`src/rtl/fht_input_loader.sv`:
```
// Streams samples into four FHT bank RAMs in bit-reversed order, then pulses
// the transform start and waits for the transform to finish before loading again.
module fht_input_loader #(
  parameter int A_BIT = 9,
  parameter int D_BIT = 16
) (
  input  logic               iCLK,
  input  logic               iRESET,
  input  logic               iVALID,
  input  logic [D_BIT-1:0]   iDATA,
  output logic               oREADY,
  input  logic               iCLEAR,
  input  logic               iFHT_RDY,
  output logic [A_BIT-1:0]   oWR_ADDR,
  output logic [D_BIT-1:0]   oWR_DATA,
  output logic [3:0]         oWE,
  output logic               oSTART,
  output logic [A_BIT+1:0]   oCNT,
  output logic               oOVF
);

  // state | meaning
  // LOAD  | accepting samples, writing banks
  // FLUSH | final bank write on the bus
  // START | oSTART pulse to fht_control
  // WAIT  | transform running; wait for RDY rising edge
  typedef enum logic [1:0] {LOAD, FLUSH, START, WAIT} state_t;

  localparam int C_BIT = A_BIT + 2;
  localparam logic [C_BIT-1:0] CNT_ONE = 1;

  state_t           state;
  logic             rdy_q;
  logic             rdy_prev;
  logic             xfer;
  logic [C_BIT-1:0] rev;
  logic [1:0]       bank;

  assign oREADY = (state == LOAD);
  assign xfer   = iVALID & oREADY;

  always_comb begin
    rev = '0;
    for (int k = 0; k < C_BIT; k++) rev[k] = oCNT[C_BIT-1-k];
  end

  assign bank = rev[C_BIT-1:A_BIT];

  always_ff @(posedge iCLK or negedge iRESET) begin
    if (!iRESET) begin
      state    <= LOAD;
      oCNT     <= '0;
      oWE      <= '0;
      oWR_ADDR <= '0;
      oWR_DATA <= '0;
      oSTART   <= 1'b0;
      oOVF     <= 1'b0;
      rdy_q    <= 1'b1;
      rdy_prev <= 1'b1;
    end else begin
      rdy_q    <= iFHT_RDY;
      rdy_prev <= rdy_q;
      oWE      <= '0;
      oSTART   <= 1'b0;
      if (iCLEAR) begin
        state <= LOAD;
        oCNT  <= '0;
        oOVF  <= 1'b0;
      end else begin
        if (iVALID && state != LOAD) oOVF <= 1'b1;
        case (state)
          LOAD: begin
            if (xfer) begin
              oWE      <= 4'b0001 << bank;
              oWR_ADDR <= rev[A_BIT-1:0];
              oWR_DATA <= iDATA;
              // counter wraps to zero on the last index of the block
              oCNT     <= oCNT + CNT_ONE;
              if (&oCNT) state <= FLUSH;
            end
          end
          FLUSH: begin
            state  <= START;
            oSTART <= 1'b1;
          end
          START: state <= WAIT;
          WAIT: begin
            // only a fresh rising edge releases; a stale high level does not
            if (rdy_q && !rdy_prev) state <= LOAD;
          end
          default: state <= LOAD;
        endcase
      end
    end
  end

endmodule
```
`config.mk`:
```
export PLATFORM = sky130hd
export DESIGN_NAME = fht_input_loader
export DESIGN_NICKNAME = d
export VERILOG_FILES = /design/src/rtl/fht_input_loader.sv
export SDC_FILE = /design/constraint.sdc
export NUM_CORES = 1
export LEC_CHECK = 0
export CAP_MARGIN = 25
export CORE_MARGIN = 1.5
export CORE_UTILIZATION = 49
export CTS_CLUSTER_SIZE = 28
export DETAILED_ROUTE_END_ITERATION = 8
export GPL_TIMING_DRIVEN = 0
export PLACE_DENSITY = 0.84
export SLEW_MARGIN = 5
export SYNTH_ARGS = -nofsm -noshare
export SYNTH_HDL_FRONTEND = slang
export SYNTH_SLANG_ARGS = --single-unit
```
`constraint.sdc`:
```
create_clock -name iCLK -period 4.95 [get_ports iCLK]
set_clock_uncertainty 0.2 [all_clocks]
set_input_delay 0.495 -clock iCLK [delete_from_list [all_inputs] [get_ports iCLK]]
set_output_delay 0.495 -clock iCLK [all_outputs]
set_load 0.01 [all_outputs]
```
==> results of run 1 <==
-- per-stage QoR --
step	instance area, µm²	utilization	setup slack (ns)	total power [mW]	cells
floorplan	2010	-	2.87	0.569	208
global placement	2710	0.681	1.95	0.701	321
detailed placement	2720	0.685	2.53	0.708	322
CTS	2810	0.707	2.46	0.922	330
global route	2810	0.707	2.36	0.966	330
finish	2810	0.707	2.45	0.911	330
-- cell type report --
cell class | count | area [µm²] | area share
Timing Repair Buffer | 65 | 656 | 0.233
Buffer | 7 | 32.5 | 0.0116
Tap cell | 50 | 62.6 | 0.0223
Clock buffer | 5 | 68.8 | 0.0245
Multi-Input combinational cell | 147 | 796 | 0.283
Inverter | 8 | 30.0 | 0.0107
Sequential cell | 46 | 1150 | 0.411
Clock inverter | 2 | 10.0 | 0.00356
-- routing by layer --
metal | vias up | wire length [µm] | GRT usage
li1 | 806 | - | -
met1 | 752 | 1880 | 0.254
met2 | 53 | 1860 | 0.297
met3 | 5 | 284 | 0.0456
met4 | 0 | 48 | 0.0765
met5 | - | 0 | 0
-- cells in the final DEF (no fill, tap or decap) --
master,n
nand2_1,78
clkdlybuf4s50_1,62
dfrtp_1,44
nor2_1,13
inv_1,8
ha_1,7
buf_2,6
and2_1,5
xnor2_1,5
clkbuf_8,5
a21oi_1,4
nand3_1,4
nor3_1,4
o21ai_0,4
xor2_1,3
mux2i_1,2
or3_1,2
nand4_1,2
clkinv_2,2
dfstp_2,2
clkbuf_1,1
nor2b_1,1
or2_2,1
buf_1,1
nand3_4,1
nand4_4,1
nor4_1,1
nor4_4,1
nand2b_1,1
and4b_2,1
and3_2,1
o31ai_1,1
or4_1,1
and3_1,1
or3_2,1
o211ai_1,1
dlygate4sd3_1,1
buf_12,1
-- synthesized netlist by cell type (all sizes together), types with 2 or more instances --
master,count
mux2i,2
and2,5
nand4,3
dfrtp,44
dfstp,2
nor3,4
o21ai,4
ha,7
and3,2
inv,8
xor2,3
xnor2,5
nor2,13
a21oi,4
nor4,2
nand3,5
or3,3
nand2,78
buf,6
-- registers in the layout, indices dropped and copies added (netlist names) --
name	count
oOVF	1
oCNT	11
oWE	4
state	2
oSTART	1
rdy_q	1
oWR_ADDR	9
rdy_prev	1
oWR_DATA	16
-- cell families (layout without fill, tap and decap cells) --
group,Yosys count,after routing,share of synthesized area
and+or+nand+nor,120,120,0.280
DFF,46,46,0.573
buffers and inverters,15,87,0.0311
AOI/OAI and AO/OA,10,10,0.0274
xor gates and xnor gates,8,8,0.0348
adders and majority gates,7,7,0.0435
muxes,2,2,0.00995
-- power by group through the flow --
| stage | registers (mW) | logic [mW] | clock network, mW |
|---|---|---|---|
| 5_1_grt | 0.454 | 0.279 | 0.232 |
| 6_report | 0.449 | 0.250 | 0.212 |
| 4_1_cts | 0.450 | 0.254 | 0.218 |
| 2_1_floorplan | 0.476 | 0.0932 | 0 |
| 3_3_place_gp | 0.456 | 0.245 | 0 |
| 3_5_place_dp | 0.457 | 0.251 | 0 |
-- worst register-to-register path: stages, from the launching register on --
cell and delay (ns):
dfrtp_1 0.43, inv_1 0.11, ha_1 0.36, nand3_4 0.18, nor4_4 0.39, nor3_1 0.09, or3_1 0.37
-- path summary, 6_finish.rpt --
check / slack (ns) / to / cells after the start / from
max: 2.45 / oREADY / 3 / state[0]
min: 0.17 / rdy_prev / 0 / rdy_q
max reg2reg: 2.69 / state[1] / 6 / state[0]
min reg2reg: 0.17 / rdy_prev / 0 / rdy_q
max in group asynchronous: 3.60 / oWR_DATA[6] / 3 / iRESET
min in group asynchronous: 0.46 / oCNT[8] / 2 / iRESET
-- repair_timing --
action,in CTS,in global routing
gates resized for setup,0,0
hold buffers,1,0
endpoints found under the setup margin,0,0
buffers inserted,0,0
hold endpoints to repair,15,0
==> results.txt, run 1 <==
The biggest area contributor in the post-synthesis netlist is dfrtp_1. Of the total power, the share spent switching nets is 0.291. The clock insertion delay at the later pin of the skew report came out at between 0.2 and 0.3 ns. For this run, the slowest stage of the critical path takes 0.60 ns. TritonCTS built the clock tree. The residual overflow from global routing is 0.

The share of total power dissipated in the clock network is 0.233. The root buffer cell is clkbuf_8. The die covers approximately 4500 µm².

The clock slew at the register clock pins of the worst setup and hold paths is ~0.080 ns. The min-delay analysis places its worst path in the category reg -> reg. The number of max-cap violations is 0. The final setup violation count came out at 0. In the synthesized netlist the dominant register cell turns out to be dfrtp_1. Across all hold checks on the routed design, the worst slack comes to 0.168 ns. The library cell contributing the largest single delay on the critical path is clkdlybuf4s50_1. Before antenna repair, the detailed router went through 4 iterations. Summed over all nets, the switching power comes to roughly 260 µW. The chip height came out at roughly 67 µm. The x dimension of the die came out at 67.1 µm. The remaining number of nets flagged by the antenna check after routing came out at 0. The number of antenna violations at the first check in global routing is 0. The clock period could shrink to between 2 and 2.5 ns. In this run the count of I/O pins placed on the die edge is 64. The critical path goes through inv_1 -> ha_1 -> clkdlybuf4s50_1. For the worst setup path, the data required time is 4.26 ns. The number of nets handed over by synthesis was 236. The number of synthesized register bits came out at 46.

The H-tree was split into 2 levels. The largest net degree at the start of global routing came out at 30. The initial cell density of the core came out at 0.507. The arrival time at the worst endpoint is 1.80 ns. The flow ran to the end, and the final reports show no timing, DRC or antenna violations. The sequential share of the synthesized area came out at 0.573. The fraction of final layout cells sized beyond drive strength 1 came out at 0.0821. After detailed routing, the number of remaining DRC violations is 0.

The leakage dissipation came out at 1.36 nW. The accumulated negative setup slack came out at 0 ns. The worst setup path is captured at a primary output.

Setup repair after global routing left no endpoint under its margin. The global router's overall resource usage came out at 0.191. The share of the synthesized area in the top cell type came out at 0.547. The worst-path maximum fanout came out at 8. Derived from the worst setup path, the maximum achievable clock frequency is around 400 MHz.

The number of inserted diodes came out at 0. The core region is 3970 µm². Dividing the detail-routed wire length by the instance count gives 12.3 µm. Counting the buffers created by CTS gives 5.

By area the synthesized netlist is led by dfrtp_1, nand2_1, ha_1. Counting along the longest clock path gives a buffer depth of 2. Compared with the post-synthesis result, the final layout area differs by 39.6%. The worst-case IR drop observed on VDD is roughly 0.17 mV. The total of warnings raised by yosys came out at 0.

The number of hold violations in the final report is 0. The internal cell power is 646 µW. The via count of the first global-routing pass is ~1400.

The slew at the pin closest to its max-slew limit came out at 0.579 ns. Counting both buffers and inverters, the worst setup path holds a total of 2. Detailed placement finished with a half-perimeter wire length of 2930 µm. The fraction of synthesis flops using an asynchronous set or reset pin came out at 1.00.

The count of nets after finishing is 308. The synthesized area per cell is between 9 and 10 µm². The instance count of the mapped netlist is about 210. For this design, the sink count on the clock tree is 46.

After the first detailed-routing iteration, the DRC count stood at 75. The final layout contains routed wiring with a total length of 4070 µm. The number of enable flip-flop cells after synthesis is 0. The kind of cell with the highest combined delay along the critical path is buffers and inverters.

Across all layers, the routed design uses 1616 vias. The relative slew slack came out at 0.610. The netlist area before placement is slightly above 2000 µm².

The post-synthesis cell type count is 33. The count of standard-cell rows is 23. Counting the fill cells in the layout gives 323. The critical path in this run is classified as reg -> out. The congestion estimate from routability-driven global placement came to 0.739. The combinational share of power came out at 0.274. The power density over cell area is around 320 nW/µm². STA classifies the critical path startpoint as a flip-flop. The count of pins over their slew limit was 0. In the finished design, the share of the clock period the worst path needs comes to 0.504. The count of buffers added on input and output ports is 63.

The detail-routed via count per cell came out at 4.90. The global-route wire length before repair came out at 6370 µm. The part of the power in registers is 0.493.
No activity file was read; power rests on OpenSTA's default activity.
==> run 2, diff against run 1 <==
--- a/config.mk
+++ b/config.mk
@@ -7,11 +7,11 @@
 export LEC_CHECK = 0
 export CAP_MARGIN = 25
 export CORE_MARGIN = 1.5
-export CORE_UTILIZATION = 49
+export CORE_UTILIZATION = 46
 export CTS_CLUSTER_SIZE = 28
 export DETAILED_ROUTE_END_ITERATION = 8
 export GPL_TIMING_DRIVEN = 0
-export PLACE_DENSITY = 0.84
+export PLACE_DENSITY = 0.8
 export SLEW_MARGIN = 5
 export SYNTH_ARGS = -nofsm -noshare
 export SYNTH_HDL_FRONTEND = slang
==> constraint.sdc (replaced) <==
create_clock -name iCLK -period 2.45 [get_ports iCLK]
set_clock_uncertainty 0.2 [all_clocks]
set_input_delay 0.245 -clock iCLK [delete_from_list [all_inputs] [get_ports iCLK]]
set_output_delay 0.245 -clock iCLK [all_outputs]
set_load 0.01 [all_outputs]
==> run 2 against run 1 <==
Compared with the run above: first-iteration DRC count is 130% higher; sequential share of layout area decreased by 0.45 points; critical path depth unchanged; sequential power increased by 100%; global-route usage down 0.17 points; wire length grew 1.4%; register-to-register slack lost 2.5 ns; die area rose by 6.2%; non-clock buffer count stayed put; cell count rose by 0.30%; hold slack got worse by 0.018 ns; cell area increased by 1.1%.
==> results.txt, run 2 (synthesis gave the netlist of run 1 again) <==
The detailed-route wire length per cell came to 12.5 µm (+1.0%). The category of the critical setup timing path is reg -> out. The maximum number of buffers from clock root to sink is 2 (unchanged). The count of pins over their slew limit was 0 (unchanged). The count of standard-cell rows was 23 (unchanged).

The count of port buffers added during placement was 63 (unchanged). The number of max-cap violations came out at 0 (unchanged). The core area is 4120 µm² (+3.6%). The worst slack on hold paths is 0.149 ns (-0.0182 ns). The fraction of final layout cells sized beyond drive strength 1 is 0.0819 (-0.000292).

The count of nets after finishing came out at 308 (unchanged). Counting I/O delays and the setup requirement, the final critical path takes 2.23 ns. In this run the critical register-to-register path is launched from state[0]. The I/O pin count came out at 64 (unchanged). Setup repair after global routing left no endpoint under its margin. The final estimated routing congestion in global placement came to 0.784 (+6.1%).

The global router's overall resource usage is 0.189 (-0.00168). The detailed-route wire length came out at 4120 µm (+1.4%). The remaining number of nets flagged by the antenna check after routing came out at 0 (unchanged). The number of sinks handled by clock tree synthesis came out at 46 (unchanged). The total instance count after detailed placement is 322 (unchanged). The final non-filler cell total came out at 331 (+0.30%). The fraction of the cycle the final worst path needs came out at 0.910. The number of flip-flops under the largest register name is 16 (unchanged). The worst setup path is captured at a primary output. The number of design-rule violations left by the first detailed-router iteration is 169 (+130%).

The post-route DRC violation count is 0 (unchanged). STA classifies the critical path startpoint as a flip-flop. The worst hold path belongs to the class in -> reg. The arrival time at the worst endpoint is 1.79 ns (about the same). The required time of the worst setup path is 2.01 ns (-2.25 ns).

The flow ran to the end, and the final reports show no timing, DRC or antenna violations. The total via count in the routed design is 1619 (+0.19%). The leakage dissipation came to 1.36 nW (+0.56%). The register with the most flip-flops in the final layout is oWR_DATA. The number of cells on the worst reg-to-reg path came out at 6 (unchanged). The number of inserted diodes is 0 (unchanged). The relative slew slack was 0.637 (+0.0277). In this run the most critical hold path is launched from iFHT_RDY. The power density over cell area came out at 692 nW/µm² (+110%). The number of hold violations in the final report came out at 0 (unchanged). In this run the clock root is driven by a clkbuf_8. The clock slew at the register clock pins of the worst setup and hold paths came to 0.08 ns (about the same).

The top cell types in the final layout, fill and taps aside, are nand2_1, clkdlybuf4s50_1, dfrtp_1. The critical path starts at state[0]. The via count of the first global-routing pass is 1547 (+12%). Leaving out fill and tap cells, the most frequent cell in the layout is nand2_1.

The largest net degree at the start of global routing came out at 28 (-6.7%). The residual overflow from global routing was 0 (unchanged). The H-tree depth came out at 2 (unchanged). The clock buffer count from CTS came out at 5 (unchanged). In the final layout, the registers with the most flip-flops are oWR_DATA: 16 flops, oCNT: 11 flops, oWR_ADDR: 9 flops. The initial cell density of the core was 0.489 (-0.0177). The detail-routed via count per cell came to 4.89 (-0.12%).

The fmax came out at 448 MHz. The placed wire-length estimate after detailed placement is 3020 µm (+3.2%). The clock insertion delay at the later pin of the skew report is 0.29 ns (about the same). The number of antenna violations at the first check in global routing came out at 0 (unchanged). The number of cells on the worst hold path is 1 (+1). The area growth from synthesis to layout is 41.2%.

The x dimension of the die came out at 69.1 µm (+3.1%). The peak ir drop on the vdd network is 0.439 mV (+170%). The slew at the pin closest to its max-slew limit came out at 0.538 ns (-0.0411 ns). The chip height came out at 69.1 µm (+3.1%). The clock tree from TritonCTS is yes. The global-route wire length before repair is 7350 µm (+15%). The final setup violation count came out at 0 (unchanged).

The worst-path maximum fanout was 8 (unchanged). The iteration count of the initial detailed-routing pass was 4 (unchanged). The area of the die came out at 4780 µm² (+6.2%).
-- run 2: area by class of cell --
type | instances | area [µm²]
Multi-Input combinational cell | 147 | 796
Sequential cell | 46 | 1150
Buffer | 7 | 32.5
Tap cell | 50 | 62.6
Timing Repair Buffer | 65 | 656
Inverter | 8 | 30.0
Clock inverter | 2 | 37.5
Fill cell | 328 | 1270
Clock buffer | 6 | 72.6
-- run 2: worst max-delay path, stage by stage, from the launching register on --
cell and delay [ns]:
dfrtp_1 0.43, inv_1 0.11, ha_1 0.35, clkdlybuf4s50_1 0.60
-- run 2: report_power, final --
group | switching (mW) | internal (mW) | total, mW
Clock | 0.250 | 0.304 | 0.555
Sequential | 0.0564 | 0.851 | 0.908
Combinational | 0.241 | 0.264 | 0.504
-- run 2: final timing paths --
| path | slack [ns] | end |
|---|---|---|
| max | 0.22 | oREADY |
| min | 0.15 | rdy_q |
| max reg2reg | 0.22 | state[1] |
| min reg2reg | 0.17 | rdy_prev |
| max in group asynchronous | 1.31 | oCNT[1] |
| min in group asynchronous | 0.23 | oWR_DATA[4] |
-- run 2: through the flow --
step | utilization | power (mW) | TNS (ns) | setup WS (ns) | area (µm²)
after floorplan | - | 1.15 | 0 | 0.372 | 2010
after global placement | 0.657 | 1.42 | -12.11 | -0.277 | 2710
after detailed placement | 0.661 | 1.43 | 0 | 0.232 | 2720
after CTS | 0.690 | 2.00 | 0 | 0.198 | 2840
after global routing | 0.690 | 2.09 | 0 | 0.0321 | 2840
final | 0.690 | 1.97 | 0 | 0.219 | 2840
-- run 2: repair_timing --
action / in CTS / in global routing
hold buffers: 1 / 0
setup endpoints to repair: 0 / 0
setup buffers: 0 / 0
endpoints found under the hold margin: 17 / 0
gates resized for setup: 0 / 0
-- run 2: layer usage --
layer,track usage,wire length [µm],vias to the layer above
met5,0,0,-
met4,0.0523,57,0
met3,0.0424,224,6
met2,0.286,1860,52
met1,0.275,1980,754
li1,-,-,807
